**config.mk**
```make
export PLATFORM = sky130hd
export DESIGN_NAME = pattern_serializer_flat
export DESIGN_NICKNAME = d
export VERILOG_FILES = /design/src/rtl/pattern_serializer_if.sv /design/src/rtl/pattern_serializer.sv /design/src/flat_wrapper.sv
export SDC_FILE = /design/constraint.sdc
export NUM_CORES = 1
export LEC_CHECK = 0
export ABC_CLOCK_PERIOD_IN_PS = 2600
export BUFFER_PORTS_ARGS = -buffer_cell sky130_fd_sc_hd__buf_2
export CELL_PAD_IN_SITES_DETAIL_PLACEMENT = 1
export CELL_PAD_IN_SITES_GLOBAL_PLACEMENT = 2
export CORE_MARGIN = 3
export CORE_UTILIZATION = 37
export DETAILED_ROUTE_END_ITERATION = 8
export HOLD_SLACK_MARGIN = 0.06
export PLACE_DENSITY = 0.85
export SLEW_MARGIN = 20
export SYNTH_ARGS = -nofsm -noshare
export SYNTH_HDL_FRONTEND = slang
export SYNTH_SLANG_ARGS = --single-unit
```
**constraint.sdc**
```tcl
create_clock -name clk -period 2.6 [get_ports clk]
set_clock_uncertainty 0.1 [all_clocks]
set_input_delay 0.13 -clock clk [delete_from_list [all_inputs] [get_ports clk]]
set_output_delay 0.13 -clock clk [all_outputs]
set_load 0.03 [all_outputs]
```
**src/rtl/pattern_serializer_if.sv**
```systemverilog
// Word-in / bit-out bus of the pattern serializer.
// The master side is the upstream word source; the slave side is the serializer.
interface pattern_serializer_if #(
    parameter int WIDTH = 8
);
    logic [WIDTH-1:0] in_data;
    logic             in_valid;
    logic             in_ready;
    logic             serial_pattern;
    logic             enable;
    logic             word_done;
    logic             busy;

    modport master (
        output in_data, in_valid,
        input  in_ready, serial_pattern, enable, word_done, busy
    );

    modport slave (
        input  in_data, in_valid,
        output in_ready, serial_pattern, enable, word_done, busy
    );
endinterface

```
**src/rtl/pattern_serializer.sv**
```systemverilog
// Parallel-to-serial front end for the serial pattern detector: one buffered word,
// gapless back-to-back streaming, enable low whenever no data bit is on the line.
module pattern_serializer #(
    parameter int WIDTH     = 8,
    parameter bit MSB_FIRST = 1'b1
) (
    input  logic                clk,
    input  logic                rstb,
    input  logic                clr,
    pattern_serializer_if.slave bus
);
    localparam int CNT_W = (WIDTH > 1) ? $clog2(WIDTH) : 1;
    localparam logic [CNT_W-1:0] CNT_LAST = CNT_W'(WIDTH - 1);

    typedef enum logic {
        IDLE  = 1'b0,
        SHIFT = 1'b1
    } state_t;

    state_t           state_reg, state_next;
    logic [WIDTH-1:0] hold_reg, hold_next;
    logic             hold_valid_reg, hold_valid_next;
    logic [WIDTH-1:0] sr_reg, sr_next;
    logic [CNT_W-1:0] cnt_reg, cnt_next;
    logic             serial_reg, serial_next;
    logic [WIDTH-1:0] hold_ord;
    logic             accept;
    logic             last_bit;

    // hold_ord puts the first bit to transmit at the top, so the shifter only ever rotates left.
    generate
        for (genvar gi = 0; gi < WIDTH; gi++) begin : g_order
            if (MSB_FIRST) begin : g_msb
                assign hold_ord[gi] = hold_reg[gi];
            end else begin : g_lsb
                assign hold_ord[gi] = hold_reg[WIDTH-1-gi];
            end
        end
    endgenerate

    assign accept   = bus.in_valid && !hold_valid_reg && !clr;
    assign last_bit = (cnt_reg == CNT_LAST);

    assign bus.in_ready       = !hold_valid_reg && !clr;
    assign bus.serial_pattern = serial_reg;
    assign bus.enable         = (state_reg == SHIFT);
    assign bus.word_done      = (state_reg == SHIFT) && last_bit;
    assign bus.busy           = (state_reg == SHIFT) || hold_valid_reg;

    always_comb begin
        state_next      = state_reg;
        hold_next       = hold_reg;
        hold_valid_next = hold_valid_reg;
        sr_next         = sr_reg;
        cnt_next        = cnt_reg;
        serial_next     = serial_reg;

        // accept needs an empty holding register, a load needs a full one: never both.
        if (accept) begin
            hold_next       = bus.in_data;
            hold_valid_next = 1'b1;
        end

        if (clr) begin
            state_next      = IDLE;
            hold_valid_next = 1'b0;
            cnt_next        = '0;
            serial_next     = 1'b0;
        end else begin
            case (state_reg)
                IDLE: begin
                    serial_next = 1'b0;
                    if (hold_valid_reg) begin
                        state_next      = SHIFT;
                        sr_next         = hold_ord;
                        serial_next     = hold_ord[WIDTH-1];
                        cnt_next        = '0;
                        hold_valid_next = 1'b0;
                    end
                end
                SHIFT: begin
                    if (!last_bit) begin
                        sr_next     = {sr_reg[WIDTH-2:0], sr_reg[WIDTH-1]};
                        serial_next = sr_reg[WIDTH-2];
                        cnt_next    = cnt_reg + 1'b1;
                    end else if (hold_valid_reg) begin
                        sr_next         = hold_ord;
                        serial_next     = hold_ord[WIDTH-1];
                        cnt_next        = '0;
                        hold_valid_next = 1'b0;
                    end else begin
                        state_next  = IDLE;
                        serial_next = 1'b0;
                        cnt_next    = '0;
                    end
                end
                default: begin
                    state_next  = IDLE;
                    serial_next = 1'b0;
                end
            endcase
        end
    end

    always_ff @(posedge clk or negedge rstb) begin
        if (!rstb) begin
            state_reg      <= IDLE;
            hold_reg       <= '0;
            hold_valid_reg <= 1'b0;
            sr_reg         <= '0;
            cnt_reg        <= '0;
            serial_reg     <= 1'b0;
        end else begin
            state_reg      <= state_next;
            hold_reg       <= hold_next;
            hold_valid_reg <= hold_valid_next;
            sr_reg         <= sr_next;
            cnt_reg        <= cnt_next;
            serial_reg     <= serial_next;
        end
    end
endmodule
```
**src/flat_wrapper.sv**
```systemverilog
// flat-port wrapper written by rule: the top's interface ports become plain ports
module pattern_serializer_flat 
#(
    parameter int WIDTH     = 8,
    parameter bit MSB_FIRST = 1'b1
)
  (clk, rstb, clr, bus_in_data, bus_in_valid, bus_in_ready, bus_serial_pattern, bus_enable, bus_word_done, bus_busy);
  pattern_serializer_if #(.WIDTH(WIDTH)) bus_i ();
  input  logic clk;
  input  logic rstb;
  input  logic clr;
  input wire logic [$bits(bus_i.in_data)-1:0] bus_in_data;
  input wire logic [$bits(bus_i.in_valid)-1:0] bus_in_valid;
  output wire logic [$bits(bus_i.in_ready)-1:0] bus_in_ready;
  output wire logic [$bits(bus_i.serial_pattern)-1:0] bus_serial_pattern;
  output wire logic [$bits(bus_i.enable)-1:0] bus_enable;
  output wire logic [$bits(bus_i.word_done)-1:0] bus_word_done;
  output wire logic [$bits(bus_i.busy)-1:0] bus_busy;
  assign bus_i.in_data = bus_in_data;
  assign bus_i.in_valid = bus_in_valid;
  assign bus_in_ready = bus_i.in_ready;
  assign bus_serial_pattern = bus_i.serial_pattern;
  assign bus_enable = bus_i.enable;
  assign bus_word_done = bus_i.word_done;
  assign bus_busy = bus_i.busy;
  pattern_serializer #(.WIDTH(WIDTH), .MSB_FIRST(MSB_FIRST)) u_core (.clk(clk), .rstb(rstb), .clr(clr), .bus(bus_i));
endmodule
```
After elaboration in Yosys (flattened, before gate mapping)

Index checks and enable logic that the tools add are counted.

Add/sub/neg operators: 1
Multipliers: 0
Divide/modulo/power cells: 0
Order comparisons: 0
Equality and inequality tests: 2
Shift-type cells: 0
Multiplexer cells: 20
Bitwise logic cells: 1
Reductions and logical operators: 7

Operator list:

| operator              | count |
|---|---|
| $mux W8               | 2 |
| $pmux W8 S2           | 1 |
| $mux W1               | 10 |
| $mux W3               | 3 |
| $pmux W1 S2           | 3 |
| $pmux W3 S2           | 1 |
| $logic_and A1 B1 Y1   | 4 |
| $add A3 B1 Y3 const B | 1 |
| $eq A3 B3 Y1 const B  | 1 |
| $ne A3 B2 Y1 const B  | 1 |
| $logic_not A1 Y1      | 2 |
| $logic_or A1 B1 Y1    | 1 |
| $not A1 Y1            | 1 |

Register bits after elaboration: 22
Latch bits: 0
Memory bits (writable): 0
ROM bits: 0
Bits of input ports: 12
Output and inout port bits: 5
Memories kept: 0

Longest topological paths before layout

Gate-level depths: netlist (run 1).

Depth in word-level cells: 8
Depth in mapped cells: 6
Gate-level depth less buffers: 5

Worst setup path after synthesis (run 1)

OpenSTA, ideal clock, no wires.

Kind: reg2reg
From: reg u_core.cnt_reg[0]
To: reg u_core.sr_reg[0]
Arrival time: 1.670 ns
Required time: 2.375 ns
Path slack: 0.705 ns
Stages on the path, launching flop included: 6
Path buffers: 0
Period minus slack after synthesis: 1.895 ns
Cells stage by stage: dfrtp_1 -> ha_1 -> ha_1 -> nand2b_2 -> a21oi_4 -> mux2_2

Word-level cells in the longest chain between the ends: 3

Ends and longest elaborated chain:

| what                   | line                      | text |
|---|---|---|
| start, declared        | pattern_serializer.sv:24  | `logic [CNT_W-1:0] cnt_reg, cnt_next;` |
| start signal, assigned | pattern_serializer.sv:118 | `cnt_reg <= cnt_next;` |
| $eq A3 B3 Y1           | pattern_serializer.sv:42  | `assign last_bit = (cnt_reg == CNT_LAST);` |
| $mux W8                | pattern_serializer.sv:82  | `if (!last_bit) begin` |
| $pmux W8 S2            | pattern_serializer.sv:70  | `case (state_reg)` |
| end signal, assigned   | pattern_serializer.sv:117 | `sr_reg <= sr_next;` |
| end, declared          | pattern_serializer.sv:23  | `logic [WIDTH-1:0] sr_reg, sr_next;` |

No other way between the ends.
A chain may end at the register's enable or synchronous reset.

Final worst setup path (run 1)

Same ends and word-level chain as after synthesis.

==> results of run 1 <==
cells in the final DEF, fill, tap and decap left out:
cell type	n
a21oi_1	1
a21oi_4	1
a22oi_1	3
and2_1	2
buf_2	16
clkbuf_4	3
clkbuf_8	1
dfrtp_1	22
dlygate4sd3_1	12
ha_1	3
inv_1	3
mux2_2	15
mux2_4	7
mux2i_1	2
nand2_1	1
nand2b_2	1
nand3b_1	1
nor2_1	6
nor2b_1	1
nor2b_4	1
per-layer routing:
metal / track usage / vias up / wire length, um
met5: 0 / - / 0
met4: 0.0388 / 0 / 24
met3: 0.0461 / 4 / 88
met2: 0.208 / 13 / 905
met1: 0.141 / 320 / 780
li1: - / 311 / -
worst max-delay path, stage by stage (launching register included):
cell and delay, ns:
dfrtp_1 0.42, ha_1 0.22, ha_1 0.23, nand2b_2 0.22, a21oi_4 0.32, mux2_2 0.38
how the worst min path moves through the flow:
stage,start,endpoint,slack [ns]
after global routing,rstb,u_core.hold_ord[4],0.23
after floorplan,rstb,u_core.bus.enable,-0.27
after CTS,rstb,u_core.hold_ord[4],0.20
after detailed placement,rstb,u_core.hold_ord[2],0.03
final,rstb,u_core.hold_ord[7],0.20
after global placement,rstb,u_core.hold_ord[2],0.02
cell families (layout without fill, tap and decap cells):
kind of cell	count (synthesis)	after routing	share of synthesized area
multiplexers	24	24	0.284
flip-flops	22	22	0.532
AND/OR/NAND/NOR	13	13	0.0725
AO/OA/AOI/OAI	5	5	0.0423
buffers and inverters	5	35	0.0326
adder cells (fa/ha/maj)	3	3	0.0363
layout make-up:
cell class,count,area [um^2]
timing repair buffer,28,200
clock buffer,4,36.3
inverter,3,11.3
fill,284,1280
tap,30,37.5
multi-input combinational,45,450
sequential,22,551
what timing repair did:
action	CTS	global route
hold endpoints to repair	35	0
setup buffers	0	0
hold buffers	12	0
power groups by stage:
stage | Combinational [W] | Sequential (W) | Clock [W]
floorplan | 0.000157 | 0.000469 | 0
global placement | 0.000189 | 0.000476 | 0
detailed placement | 0.000198 | 0.000482 | 0
CTS | 0.000212 | 0.000474 | 0.000199
global route | 0.000229 | 0.000486 | 0.000213
finish | 0.000208 | 0.000473 | 0.000188
per-stage QoR:
step           std cells  power [W]  cell area (um^2)
2_1_floorplan         72   0.000626              1030
3_3_place_gp         116   0.000665              1130
3_5_place_dp         116   0.000680              1130
4_1_cts              132   0.000885              1290
5_1_grt              132   0.000929              1290
6_report             132   0.000869              1290
==> summary.md, run 1 <==
| Metric | Value |
|---|---|
| Fraction of layout cells with a size suffix above 1 | `0.441` |
| Crit path launch | `u_core.cnt_reg[0]` |
| Die H | `~59 um` |
| Setup TNS | `0 ns` |
| P&R area growth vs syn | `24.3%` |
| Worst Setup Start Kind | `flip-flop` |
| Final core occ | `0.501` |
| Min Tclk post-route | `about 2 ns` |
| WP data required | `2.70 ns` |
| Crit Path Max Fanout | `10` |
| Final setup violation count | `0` |
| Ys Warns | `0` |
| Grt total ovfl | `0` |
| CTS Buffer Depth | `2` |
| Clk_lat worst skew | `0.31 ns` |
| Worst VDD drop | `about 470 uV` |
| Slew headroom | `0.666` |
| FP Rows | `18` |
| Setup ws final | `roughly 0.6 ns` |
| Int Pwr | `~0.00064 W` |
| Drt initial violations | `9` |
| Post-synth cell types | `17` |
| CTS buffer count | `3` |
| Clock power frac | `0.217` |
| Clk slew on worst S/H paths | `0.12 ns` |
| WHS | `approximately 0.2 ns` |
| Synth Instances | `slightly above 70` |
| Io pins | `17` |
| Core box area | `2570 um^2` |
| Crit. End Element | `flip-flop` |
| Dominant cell type by area after synthesis | `dfrtp_1` |
| Hpwl dp | `1310 um` |
| Comb pwr share | `0.240` |
| DR DRC count | `0` |
| Commonest cells post-synth | `dfrtp_1, mux2_2, mux2_4` |
| Crit path to | `u_core.sr_reg[0]` |
| Routed Wire Length | `between 1500 and 2000 um` |
| First-pass GRT wire length | `3100 um` |
| Die area | `roughly 3500 um^2` |
| CTS root buf | `clkbuf_4` |
| Number of flops mapped to enable cells by yosys | `0` |
| Worst r2r dst | `u_core.sr_reg[0]` |
| Reg2reg setup slack | `between 0.5 and 0.6 ns` |
| I/O Buffers | `16` |
| Area share of the largest cell type after synthesis | `0.532` |
| Mapped Area | `about 1000 um^2` |
| Initial Util | `0.403` |
| Total Nets Final | `~120` |
| Worst Tran Pin Value | `around 0.5 ns` |
| Critical R2R Launch | `u_core.cnt_reg[0]` |
| R2R cell count | `5` |
| Antenna Cells | `0` |
| Path type of the worst min-delay path | `in -> async` |
| Dpl ws | `just under 0.6 ns` |
| Tcrit/Tclk final | `0.770` |
| DR pass1 iterations | `3` |
| Vias in the first global route | `slightly below 700` |
| Detail Route Antenna Nets | `0` |
| Post-Syn Nets | `87` |
| CTS H-tree depth | `1` |
| Synthesized area per cell | `14.4 um^2` |
| Post-CTS sizing | `0` |
| Die X-Extent | `around 59 um` |
| Via count | `648` |
| TritonCTS clock tree | `built` |
| Flops & latches, synth | `22` |
| Clock sinks | `22` |
| Pwr dens | `slightly below 700 nW/um^2` |
| Worst setup path class | `reg -> reg` |
| Synth top area cells | `dfrtp_1, mux2_2, mux2_4` |
| Seq/Total Area, Yosys | `0.532` |
| Largest net degree at the start of global routing | `23` |
| Share of power burned in registers | `0.544` |
| Total GRT Usage | `0.122` |
| P_sw | `approximately 0.00022 W` |
| Initial antenna violation count | `0` |
| Maximum clock rate | `0.500 GHz` |
| Count leader, synth | `dfrtp_1` |
| Status | `finished, final reports clean` |
| Vias/cell | `around 5` |
| Wire per inst | `roughly 14 um` |
| GPL Wtd Cong | `just under 0.7` |
| Max_cap viols | `0` |
| Final Hold Vio Count | `0` |
| Leak | `between 0.6 and 0.7 nW` |
| RSZ-0062 raised after global routing | `false` |
| Sw Share | `0.259` |
| Slew Limit Fails | `0` |
| WP data arrival | `between 2 and 2.5 ns` |
| Main synth FF type | `dfrtp_1` |
| Post-synth ARST share | `1.00` |
(Power assumes the default switching activity.)
==> run 2, diff against run 1 <==
ABC_CLOCK_PERIOD_IN_PS = 2060   (was 2600)
clock period = 2.06 ns   (was 2.6 ns; I/O delays follow)
==> summary.md, run 2 (synthesis results as in run 1) <==
| Metric | Value |
|---|---|
| Post-CTS sizing | `0` |
| CTS Buffer Depth | `2` |
| CTS root buf | `clkbuf_4` |
| Slew headroom | `0.664` |
| Post-DP Area | `approximately 1100 um^2` |
| Min Tclk post-route | `1.97 ns` |
| DR DRC count | `0` |
| Hpwl dp | `~1300 um` |
| CTS H-tree depth | `1` |
| TritonCTS clock tree | `built` |
| Grt total ovfl | `0` |
| M1 WL | `about 860 um` |
| Vias/cell | `4.84` |
| Path type of the worst min-delay path | `in -> async` |
| Total GRT Usage | `0.122` |
| Final instance area | `between 1000 and 1500 um^2` |
| Max layer used | `met4` |
| Max_cap viols | `0` |
| Total power | `0.00111 W` |
| Routed length on met3 | `approximately 80 um` |
| Clock sinks | `22` |
| WP data arrival | `2.08 ns` |
| Leak | `around 0.62 nW` |
| I/O Buffers | `16` |
| Commonest non-fill, non-tap cell in the layout | `dfrtp_1` |
| Worst Tran Pin Value | `0.505 ns` |
| Io pins | `17` |
| Worst Setup Start Kind | `flip-flop` |
| Die X-Extent | `between 50 and 60 um` |
| Setup ws final | `a little under 0.09 ns` |
| Final setup violation count | `0` |
| Dpl ws | `0.0531 ns` |
| Wire per inst | `roughly 14 um` |
| Clk_lat worst skew | `0.31 ns` |
| Status | `finished, final reports clean` |
| Crit. End Element | `flip-flop` |
| Crit Path Max Fanout | `5` |
| Fraction of layout cells with a size suffix above 1 | `0.452` |
| Pwr dens | `between 800 and 900 nW/um^2` |
| Initial Util | `0.403` |
| Vias in the first global route | `slightly below 700` |
| Tcrit/Tclk final | `0.958` |
| Routed wl met2 | `about 970 um` |
| Routed Wire Length | `about 1900 um` |
| WP data required | `2.17 ns` |
| Critical R2R Launch | `u_core.cnt_reg[0]` |
| Worst setup path class | `reg -> reg` |
| Clk slew on worst S/H paths | `about 0.13 ns` |
| FP Rows | `18` |
| Worst VDD drop | `about 600 uV` |
| Slew Limit Fails | `0` |
| GPL Wtd Cong | `0.683` |
| Total Nets Final | `between 100 and 150` |
| Drt initial violations | `6` |
| Crit path launch | `u_core.cnt_reg[0]` |
| Antenna Cells | `0` |
| Core box area | `2570 um^2` |
| DR pass1 iterations | `4` |
| Setup TNS | `0 ns` |
| P&R area growth vs syn | `27.1%` |
| Die area | `3470 um^2` |
| Initial antenna violation count | `0` |
| Largest net degree at the start of global routing | `23` |
| CTS buffer count | `3` |
| Commonest non-fill, non-tap cells in the layout | `dfrtp_1, buf_2, mux2_2` |
| First-pass GRT wire length | `roughly 3100 um` |
| Maximum clock rate | `0.507 GHz` |
| Via count | `between 600 and 700` |
| Detail Route Antenna Nets | `0` |
| Final Hold Vio Count | `0` |
| Die H | `~59 um` |
[run 2: cell type report]
class,count,area [um^2]
fillers,280,1250
flip-flops and latches,22,551
multi-input cells,46,459
repair buffers,29,220
well taps,30,37.5
clock buffers,4,36.3
inverters,3,11.3
[run 2: worst paths after layout]
check / endpoint / cells past startpoint / slack, ns
setup / recovery: u_core.sr_reg[3] / 5 / 0.09
hold / removal: u_core.hold_ord[4] / 2 / 0.17
setup reg to reg: u_core.sr_reg[3] / 5 / 0.09
hold reg to reg: u_core.hold_ord[2] / 1 / 0.42
max in group asynchronous: u_core.hold_ord[2] / 2 / 1.34
min in group clk: u_core.hold_ord[2] / 1 / 0.42
[run 2: critical path, stage by stage (launching register included)]
cell	delay [ns]
dfrtp_1	0.42
ha_1	0.22
ha_1	0.23
nand2b_2	0.24
a21oi_2	0.29
mux2_2	0.37
[run 2: report_power, final]
part	switching (W)	internal (W)
combinational	0.0000993	0.000175
sequential	0.0000600	0.000536
clock	0.000130	0.000108
[run 2: what timing repair did]
item	4_1_cts	5_1_grt
setup buffers	0	1
hold buffers	12	0
endpoints found under the setup margin	0	6
hold endpoints to repair	35	0
[run 2: routing by layer]
layer / vias up / GRT usage
li1: 318 / -
met1: 317 / 0.141
met2: 12 / 0.208
met3: 2 / 0.0461
met4: 0 / 0.0388
met5: - / 0
[run 2: through the flow]
stage,hold slack [ns],cells,util
3_3_place_gp,-0.00611,116,0.440
4_1_cts,0.172,132,0.501
2_1_floorplan,-0.293,72,-
6_report,0.172,134,0.512
5_1_grt,0.207,134,0.512
3_5_place_dp,-0.0000348,116,0.440
